File: src/rtl/beat_seq_pkg.sv
// Shared definitions for the beat sequencer: FSM state encoding, tone codes, and the melody.
// The tone constants are the same codes the note generator decodes.
package beat_seq_pkg;

    typedef enum logic [1:0] {
        IDLE  = 2'd0,
        PLAY  = 2'd1,
        PAUSE = 2'd2,
        DONE  = 2'd3
    } seq_state_t;

    localparam int TONE_BITS = 5;
    typedef logic [TONE_BITS-1:0] tone_t;

    localparam tone_t TONE_REST = 5'd0;
    localparam tone_t C4 = 5'd1;
    localparam tone_t D4 = 5'd2;
    localparam tone_t E4 = 5'd3;
    localparam tone_t F4 = 5'd4;
    localparam tone_t G4 = 5'd5;
    localparam tone_t A4 = 5'd6;
    localparam tone_t B4 = 5'd7;
    localparam tone_t C5 = 5'd8;
    localparam tone_t D5 = 5'd9;
    localparam tone_t E5 = 5'd10;
    localparam tone_t F5 = 5'd11;
    localparam tone_t G5 = 5'd12;
    localparam tone_t A5 = 5'd13;
    localparam tone_t B5 = 5'd14;

    localparam int unsigned PHRASE_LEN = 16;

    // The melody repeats a 16-beat phrase, so any BEATS value maps onto it.
    function automatic tone_t melody_tone(input int unsigned idx);
        case (idx % PHRASE_LEN)
            0:       return C4;
            1:       return E4;
            2:       return G4;
            3:       return C5;
            4:       return B4;
            5:       return G4;
            6:       return E4;
            8:       return D4;
            9:       return F4;
            10:      return A4;
            11:      return D5;
            12:      return C5;
            13:      return A4;
            14:      return F4;
            default: return TONE_REST;
        endcase
    endfunction

endpackage

File: src/rtl/beat_sequencer_if.sv
// Play-control inputs and tone outputs between the speed controller, the beat sequencer
// and the note generator.
interface beat_sequencer_if #(
    parameter int BEAT_W = 7,
    parameter int TONE_W = 5
);
    logic              play_clk;
    logic              play;
    logic              stop;
    logic [BEAT_W-1:0] beat;
    logic [TONE_W-1:0] tone_code;
    logic              note_valid;
    logic              done;

    modport master (
        output play_clk, play, stop,
        input  beat, tone_code, note_valid, done
    );

    modport slave (
        input  play_clk, play, stop,
        output beat, tone_code, note_valid, done
    );
endinterface

File: src/rtl/melody_rom.sv
// Registered melody lookup: tone_code is the tone of the beat presented one clock earlier.
module melody_rom
    import beat_seq_pkg::*;
#(
    parameter int BEAT_W = 7,
    parameter int TONE_W = 5
) (
    input  logic              clk,
    input  logic              rst,
    input  logic [BEAT_W-1:0] beat,
    output logic [TONE_W-1:0] tone_code
);

    // NOTE: the table itself is constant logic with nothing to reset; only the output
    // register is reset so tone_code reads 0 while rst is high.
    always_ff @(posedge clk or posedge rst) begin
        if (rst) tone_code <= '0;
        else     tone_code <= TONE_W'(melody_tone(32'(beat)));
    end

endmodule

File: src/rtl/beat_sequencer.sv
// Steps a beat index through the melody on each rising edge of play_clk and emits tone codes.
// Define SEQ_LOOP_EN to wrap the melody forever; otherwise it stops in DONE at the last beat.
module beat_sequencer
    import beat_seq_pkg::*;
#(
    parameter int BEATS  = 128,
    parameter int BEAT_W = $clog2(BEATS),
    parameter int TONE_W = 5
) (
    input  logic              clk,
    input  logic              rst,
    beat_sequencer_if.slave   bus
);

    localparam logic [BEAT_W-1:0] LAST_BEAT = BEAT_W'(BEATS - 1);

    seq_state_t        state, state_next;
    logic [BEAT_W-1:0] beat_q, beat_next;
    logic              play_clk_q;
    logic              note_valid_q;
    logic              tick;
    logic [TONE_W-1:0] tone_code;

    // play_clk is generated from clk, so a single register is enough for edge detection.
    assign tick = bus.play_clk & ~play_clk_q;

    // NOTE: registers update with non-blocking assignments so every flop samples
    // the pre-edge values regardless of block ordering.
    always_ff @(posedge clk or posedge rst) begin
        if (rst) begin
            state        <= IDLE;
            beat_q       <= '0;
            play_clk_q   <= 1'b0;
            note_valid_q <= 1'b0;
        end else begin
            state        <= state_next;
            beat_q       <= beat_next;
            play_clk_q   <= bus.play_clk;
            note_valid_q <= (state == PLAY);
        end
    end

    // NOTE: both outputs get their hold values first, so no path through the
    // case can leave them unassigned and infer a latch.
    always_comb begin
        state_next = state;
        beat_next  = beat_q;
        if (bus.stop) begin
            state_next = IDLE;
            beat_next  = '0;
        end else begin
            case (state)
                IDLE:  if (bus.play) state_next = PLAY;
                PLAY: begin
                    if (!bus.play) begin
                        state_next = PAUSE;
                    end else if (tick) begin
                        if (beat_q == LAST_BEAT) begin
`ifdef SEQ_LOOP_EN
                            beat_next = '0;
`else
                            state_next = DONE;
`endif
                        end else begin
                            beat_next = beat_q + BEAT_W'(1);
                        end
                    end
                end
                PAUSE: if (bus.play) state_next = PLAY;
                DONE:  state_next = DONE;
                default: state_next = IDLE;
            endcase
        end
    end

    melody_rom #(
        .BEAT_W (BEAT_W),
        .TONE_W (TONE_W)
    ) u_melody_rom (
        .clk       (clk),
        .rst       (rst),
        .beat      (beat_q),
        .tone_code (tone_code)
    );

    assign bus.beat       = beat_q;
    assign bus.tone_code  = tone_code;
    assign bus.note_valid = note_valid_q;
`ifdef SEQ_LOOP_EN
    assign bus.done       = 1'b0;
`else
    assign bus.done       = (state == DONE);
`endif

endmodule
File: src/flat_wrapper.sv
// flat-port wrapper written by rule: the top's interface ports become plain ports
module beat_sequencer_flat import beat_seq_pkg::*;
#(
    parameter int BEATS  = 128,
    parameter int BEAT_W = $clog2(BEATS),
    parameter int TONE_W = 5
)
  (clk, rst, bus_play_clk, bus_play, bus_stop, bus_beat, bus_tone_code, bus_note_valid, bus_done);
  beat_sequencer_if #(.BEAT_W(BEAT_W), .TONE_W(TONE_W)) bus_i ();
  input  logic clk;
  input  logic rst;
  input wire logic [$bits(bus_i.play_clk)-1:0] bus_play_clk;
  input wire logic [$bits(bus_i.play)-1:0] bus_play;
  input wire logic [$bits(bus_i.stop)-1:0] bus_stop;
  output wire logic [$bits(bus_i.beat)-1:0] bus_beat;
  output wire logic [$bits(bus_i.tone_code)-1:0] bus_tone_code;
  output wire logic [$bits(bus_i.note_valid)-1:0] bus_note_valid;
  output wire logic [$bits(bus_i.done)-1:0] bus_done;
  assign bus_i.play_clk = bus_play_clk;
  assign bus_i.play = bus_play;
  assign bus_i.stop = bus_stop;
  assign bus_beat = bus_i.beat;
  assign bus_tone_code = bus_i.tone_code;
  assign bus_note_valid = bus_i.note_valid;
  assign bus_done = bus_i.done;
  beat_sequencer #(.BEATS(BEATS), .BEAT_W(BEAT_W), .TONE_W(TONE_W)) u_core (.clk(clk), .rst(rst), .bus(bus_i));
endmodule
File: config.mk
export PLATFORM = sky130hd
export DESIGN_NAME = beat_sequencer_flat
export DESIGN_NICKNAME = d
export VERILOG_FILES = /design/src/rtl/beat_seq_pkg.sv /design/src/rtl/beat_sequencer_if.sv /design/src/rtl/melody_rom.sv /design/src/rtl/beat_sequencer.sv /design/src/flat_wrapper.sv
export SDC_FILE = /design/constraint.sdc
export NUM_CORES = 1
export LEC_CHECK = 0
export BUFFER_PORTS_ARGS = -buffer_cell sky130_fd_sc_hd__buf_2
export CAP_MARGIN = 20
export CELL_PAD_IN_SITES_DETAIL_PLACEMENT = 1
export CELL_PAD_IN_SITES_GLOBAL_PLACEMENT = 1
export CORE_ASPECT_RATIO = 0.9
export CORE_MARGIN = 5
export CORE_UTILIZATION = 39
export DETAILED_ROUTE_END_ITERATION = 6
export PLACE_DENSITY = 0.84
export SYNTH_ARGS = -nofsm -noshare
export SYNTH_HDL_FRONTEND = slang
export SYNTH_SLANG_ARGS = --single-unit
export TNS_END_PERCENT = 10
File: constraint.sdc
create_clock -name clk -period 2.1 [get_ports clk]
set_input_delay 0.21 -clock clk [delete_from_list [all_inputs] [get_ports clk]]
set_output_delay 0.21 -clock clk [all_outputs]
set_load 0.1 [all_outputs]
==> metrics.txt <==
# TYPE chip_impl_metric gauge
chip_impl_info{name="run_status",value="complete, no violations"} 1
chip_impl_metric{name="final_max_slew_violation_count",unit=""} 0
chip_impl_metric{name="fillers",unit=""} 267
chip_impl_info{name="layout.cells.most_common",value="buf_2"} 1
chip_impl_metric{name="final_area",unit="µm²"} 961
chip_impl_metric{name="globalRoute.totalOverflow",unit=""} 0
chip_impl_metric{name="insertedDiodeCount",unit=""} 0
chip_impl_metric{name="total_core_area",unit="µm²"} 2120
chip_impl_metric{name="num_io_pins",unit=""} 19
chip_impl_info{name="layout.cells.most_common_list",value="buf_2 (17), dfrtp_1 (13), a21oi_1 (8), o21ai_0 (8)"} 1
chip_impl_info{name="rsz0062_at_grt",value="no"} 1
chip_impl_metric{name="vdd_drop_max",unit="V"} 0.000335
chip_impl_info{name="criticalPathCategory",value="reg -> reg"} 1
chip_impl_metric{name="skew",unit="ns"} 0.00424
chip_impl_metric{name="syn_avg_cell_area",unit="µm²"} 9.78
chip_impl_info{name="startpoint_type",value="flip-flop"} 1
chip_impl_metric{name="first_drt_iteration_drcs",unit=""} 23
chip_impl_metric{name="die_w",unit="µm"} 58.9
chip_impl_metric{name="detailedPlacementHpwl",unit="µm"} 1440
chip_impl_metric{name="clock_share_of_power",unit="%"} 32.5
chip_impl_metric{name="synth-seq-area-share",unit="%"} 44.6
chip_impl_metric{name="postPlaceCellArea",unit="µm²"} 925
chip_impl_metric{name="finalCritPeriodShare",unit="%"} 86.8
chip_impl_metric{name="clock_tree.htree_level_count",unit=""} 1
chip_impl_info{name="hold_path_class",value="in -> reg"} 1
chip_impl_metric{name="die_area",unit="µm²"} 3190
chip_impl_metric{name="drcViolationCount",unit=""} 0
chip_impl_metric{name="critical-path-max-stage-delay",unit="ns"} 0.50
chip_impl_info{name="critPathSlowestCell",value="nor2_1"} 1
chip_impl_metric{name="area_growth_syn_to_layout",unit="%"} 14.3
chip_impl_info{name="setup.worst_path.start",value="u_core.bus.beat[0]"} 1
chip_impl_metric{name="yosys_warnings",unit=""} 0
chip_impl_metric{name="placementRows",unit=""} 16
chip_impl_metric{name="maxCapViolCount",unit=""} 0
chip_impl_metric{name="cts.sink_count",unit=""} 15
chip_impl_metric{name="vias",unit=""} 683
chip_impl_metric{name="cellPowerDensity",unit="nW/µm²"} 543
chip_impl_metric{name="firstDrtPassIters",unit=""} 4
chip_impl_metric{name="grt_antenna_before_repair",unit=""} 0
chip_impl_metric{name="setup_total_negative_slack",unit="ns"} 0
chip_impl_info{name="critical_path.cell_chain",value="ha_1, nand3_1, nor2_1, a211oi_1, nor3_1"} 1
chip_impl_metric{name="placement.io_buffers",unit=""} 17
chip_impl_metric{name="combPwrFrac",unit="%"} 10.7
chip_impl_metric{name="critical_path_required",unit="ns"} 2.29
chip_impl_metric{name="postSynthRegisterBits",unit=""} 15
chip_impl_metric{name="setup_viol",unit=""} 0
chip_impl_metric{name="routedWlPerCell",unit="µm"} 14.7
chip_impl_metric{name="antenna_left",unit=""} 0
chip_impl_metric{name="grt_max_degree",unit=""} 16
chip_impl_info{name="worstReg2RegStart",value="u_core.bus.beat[0]"} 1
chip_impl_metric{name="sequentialPowerShare",unit="%"} 56.8
chip_impl_metric{name="routed_wl",unit="µm"} 1930
chip_impl_metric{name="clk_transition_reported_paths",unit="ns"} 0.09
chip_impl_metric{name="postCtsSetupBuffers",unit=""} 0
chip_impl_metric{name="post_synth_num_cell_types",unit=""} 24
chip_impl_metric{name="drt-vias-per-instance",unit=""} 5.21
chip_impl_metric{name="layout_min_cycle_time",unit="ns"} 1.82
chip_impl_metric{name="tightest_slew",unit="ns"} 0.606
chip_impl_metric{name="gp_congestion",unit=""} 0.762
chip_impl_metric{name="syn-instance-count",unit=""} 86
chip_impl_metric{name="relative_slew_slack",unit="%"} 59.6
chip_impl_metric{name="synth.cell_area",unit="µm²"} 841
chip_impl_metric{name="cts-root-to-sink-buffers",unit=""} 2
chip_impl_metric{name="p_int",unit="mW"} 0.379
chip_impl_metric{name="p_sw_share",unit="%"} 27.4
chip_impl_info{name="critPathCaptureType",value="flip-flop"} 1
chip_impl_metric{name="power.net_switching",unit="mW"} 0.143
chip_impl_metric{name="initial_utilization",unit="%"} 39.6
chip_impl_metric{name="synth.net_count",unit=""} 98
chip_impl_info{name="clock_root_buffer",value="clkbuf_4"} 1
chip_impl_info{name="cts_tree",value="done"} 1
chip_impl_metric{name="cts_made_buffers",unit=""} 3
chip_impl_metric{name="design.final.nets",unit=""} 117
chip_impl_metric{name="die-height",unit="µm"} 54.1
chip_impl_info{name="hold_path.startpoint",value="bus_play_clk"} 1
chip_impl_metric{name="grt_usage",unit="%"} 15.0
chip_impl_metric{name="first_global_vias",unit=""} 753
chip_impl_metric{name="grt_first_pass_wirelength",unit="µm"} 3570
chip_impl_metric{name="timing_hold_violations_final",unit=""} 0
chip_impl_metric{name="critPathArrivalTime",unit="ns"} 2.02
chip_impl_metric{name="layout-drive-gt1-share",unit="%"} 26.9
chip_impl_metric{name="crit_path_max_fanout",unit=""} 10
chip_impl_metric{name="fmax",unit="MHz"} 549
chip_impl_metric{name="power.static_leakage",unit="nW"} 0.444
chip_impl_metric{name="clock_latency",unit="ns"} 0.28
## worst paths after layout
path	to	slack [ns]	depth (start not counted)
setup / recovery	u_core.state[1]	0.28	5
hold / removal	u_core.play_clk_q	0.04	1
setup reg to reg	u_core.state[1]	0.28	5
hold reg to reg	u_core.bus.note_valid	0.54	1
max in group asynchronous	u_core.bus.beat[0]	1.14	3
min in group asynchronous	u_core.u_melody_rom.tone_code[2]	0.54	3
## per-layer routing
layer  vias up  GRT usage (%)  share of wire, %
met5         -              0                 0
met4         0           4.91               1.5
met3         4           4.80               5.5
met2        23           24.8                48
met1       326           18.4                45
li1        330              -                 -
## what timing repair did
item	4_1_cts	5_1_grt
hold buffers	1	0
gates resized for setup	0	0
endpoints found under the hold margin	8	0
## per-stage QoR
step                worst slack, ns  std cells  utilization [%]  hold WS [ns]  power (mW)
floorplan                    0.0842         86                -         0.111       0.347
global placement              0.417        126             43.6         0.298       0.356
detailed placement            0.271        126             43.6         0.318       0.357
CTS                           0.240        131             45.3        0.0316       0.531
global route                 0.0730        131             45.3        0.0151       0.558
finish                        0.278        131             45.3        0.0394       0.522
## logic make-up after synthesis
logic type / synth area share [%]
simple gates: 20.8
compound gates: 14.1
flops: 44.6
buf+inv: 7.14
fa+ha+maj: 10.4
mux: 2.38
other cells: 0.446
## cells in the mapped netlist
library cell | count | share of area, %
dfrtp_1 | 15 | 45
a21oi_1 | 8 | 4.8
o21ai_0 | 8 | 4.8
ha_1 | 7 | 10
nand3_1 | 7 | 4.2
nor2_1 | 7 | 3.1
inv_1 | 6 | 2.7
nand2_1 | 5 | 2.2
o31ai_1 | 3 | 2.7
or4_1 | 3 | 2.7
buf_4 | 2 | 1.8
buf_6 | 2 | 2.7
mux2i_1 | 2 | 2.4
a211oi_1 | 1 | 0.89
a41oi_1 | 1 | 1.0
and2_2 | 1 | 0.89
and2b_2 | 1 | 1.0
and3_1 | 1 | 0.74
and3_2 | 1 | 0.89
conb_1 | 1 | 0.45
nand3_4 | 1 | 2.1
nor2b_4 | 1 | 1.6
nor3_1 | 1 | 0.59
or2_2 | 1 | 0.74
## layout make-up
type	count	area [µm²]	area share (%)
clock buffer	4	26.3	2.73
multi-input combinational	61	405	42.2
sequential	15	378	39.3
tap	27	33.8	3.52
inverter	6	22.5	2.34
timing repair buffer	18	95.1	9.90
## worst max-delay path, delay by kind of cell (launching register included)
kind            cells  cell delay, ns
compound gates      1            0.15
flops               1            0.44
fa+ha+maj           1            0.26
simple gates        3            0.88
## state kept, by name, summed over array words and instances (netlist names)
name / flops
u_core.bus.beat: 7
u_core.u_melody_rom.tone_code: 4
u_core.state: 2
u_core.bus.note_valid: 1
u_core.play_clk_q: 1
## power by group through the flow
stage	logic (mW)	registers (mW)	clock network, mW
2_1_floorplan	0.0303	0.316	0
3_3_place_gp	0.0538	0.302	0
3_5_place_dp	0.0553	0.302	0
4_1_cts	0.0568	0.297	0.178
5_1_grt	0.0609	0.298	0.199
6_report	0.0559	0.297	0.170
Power figures use the tool's default switching activity.
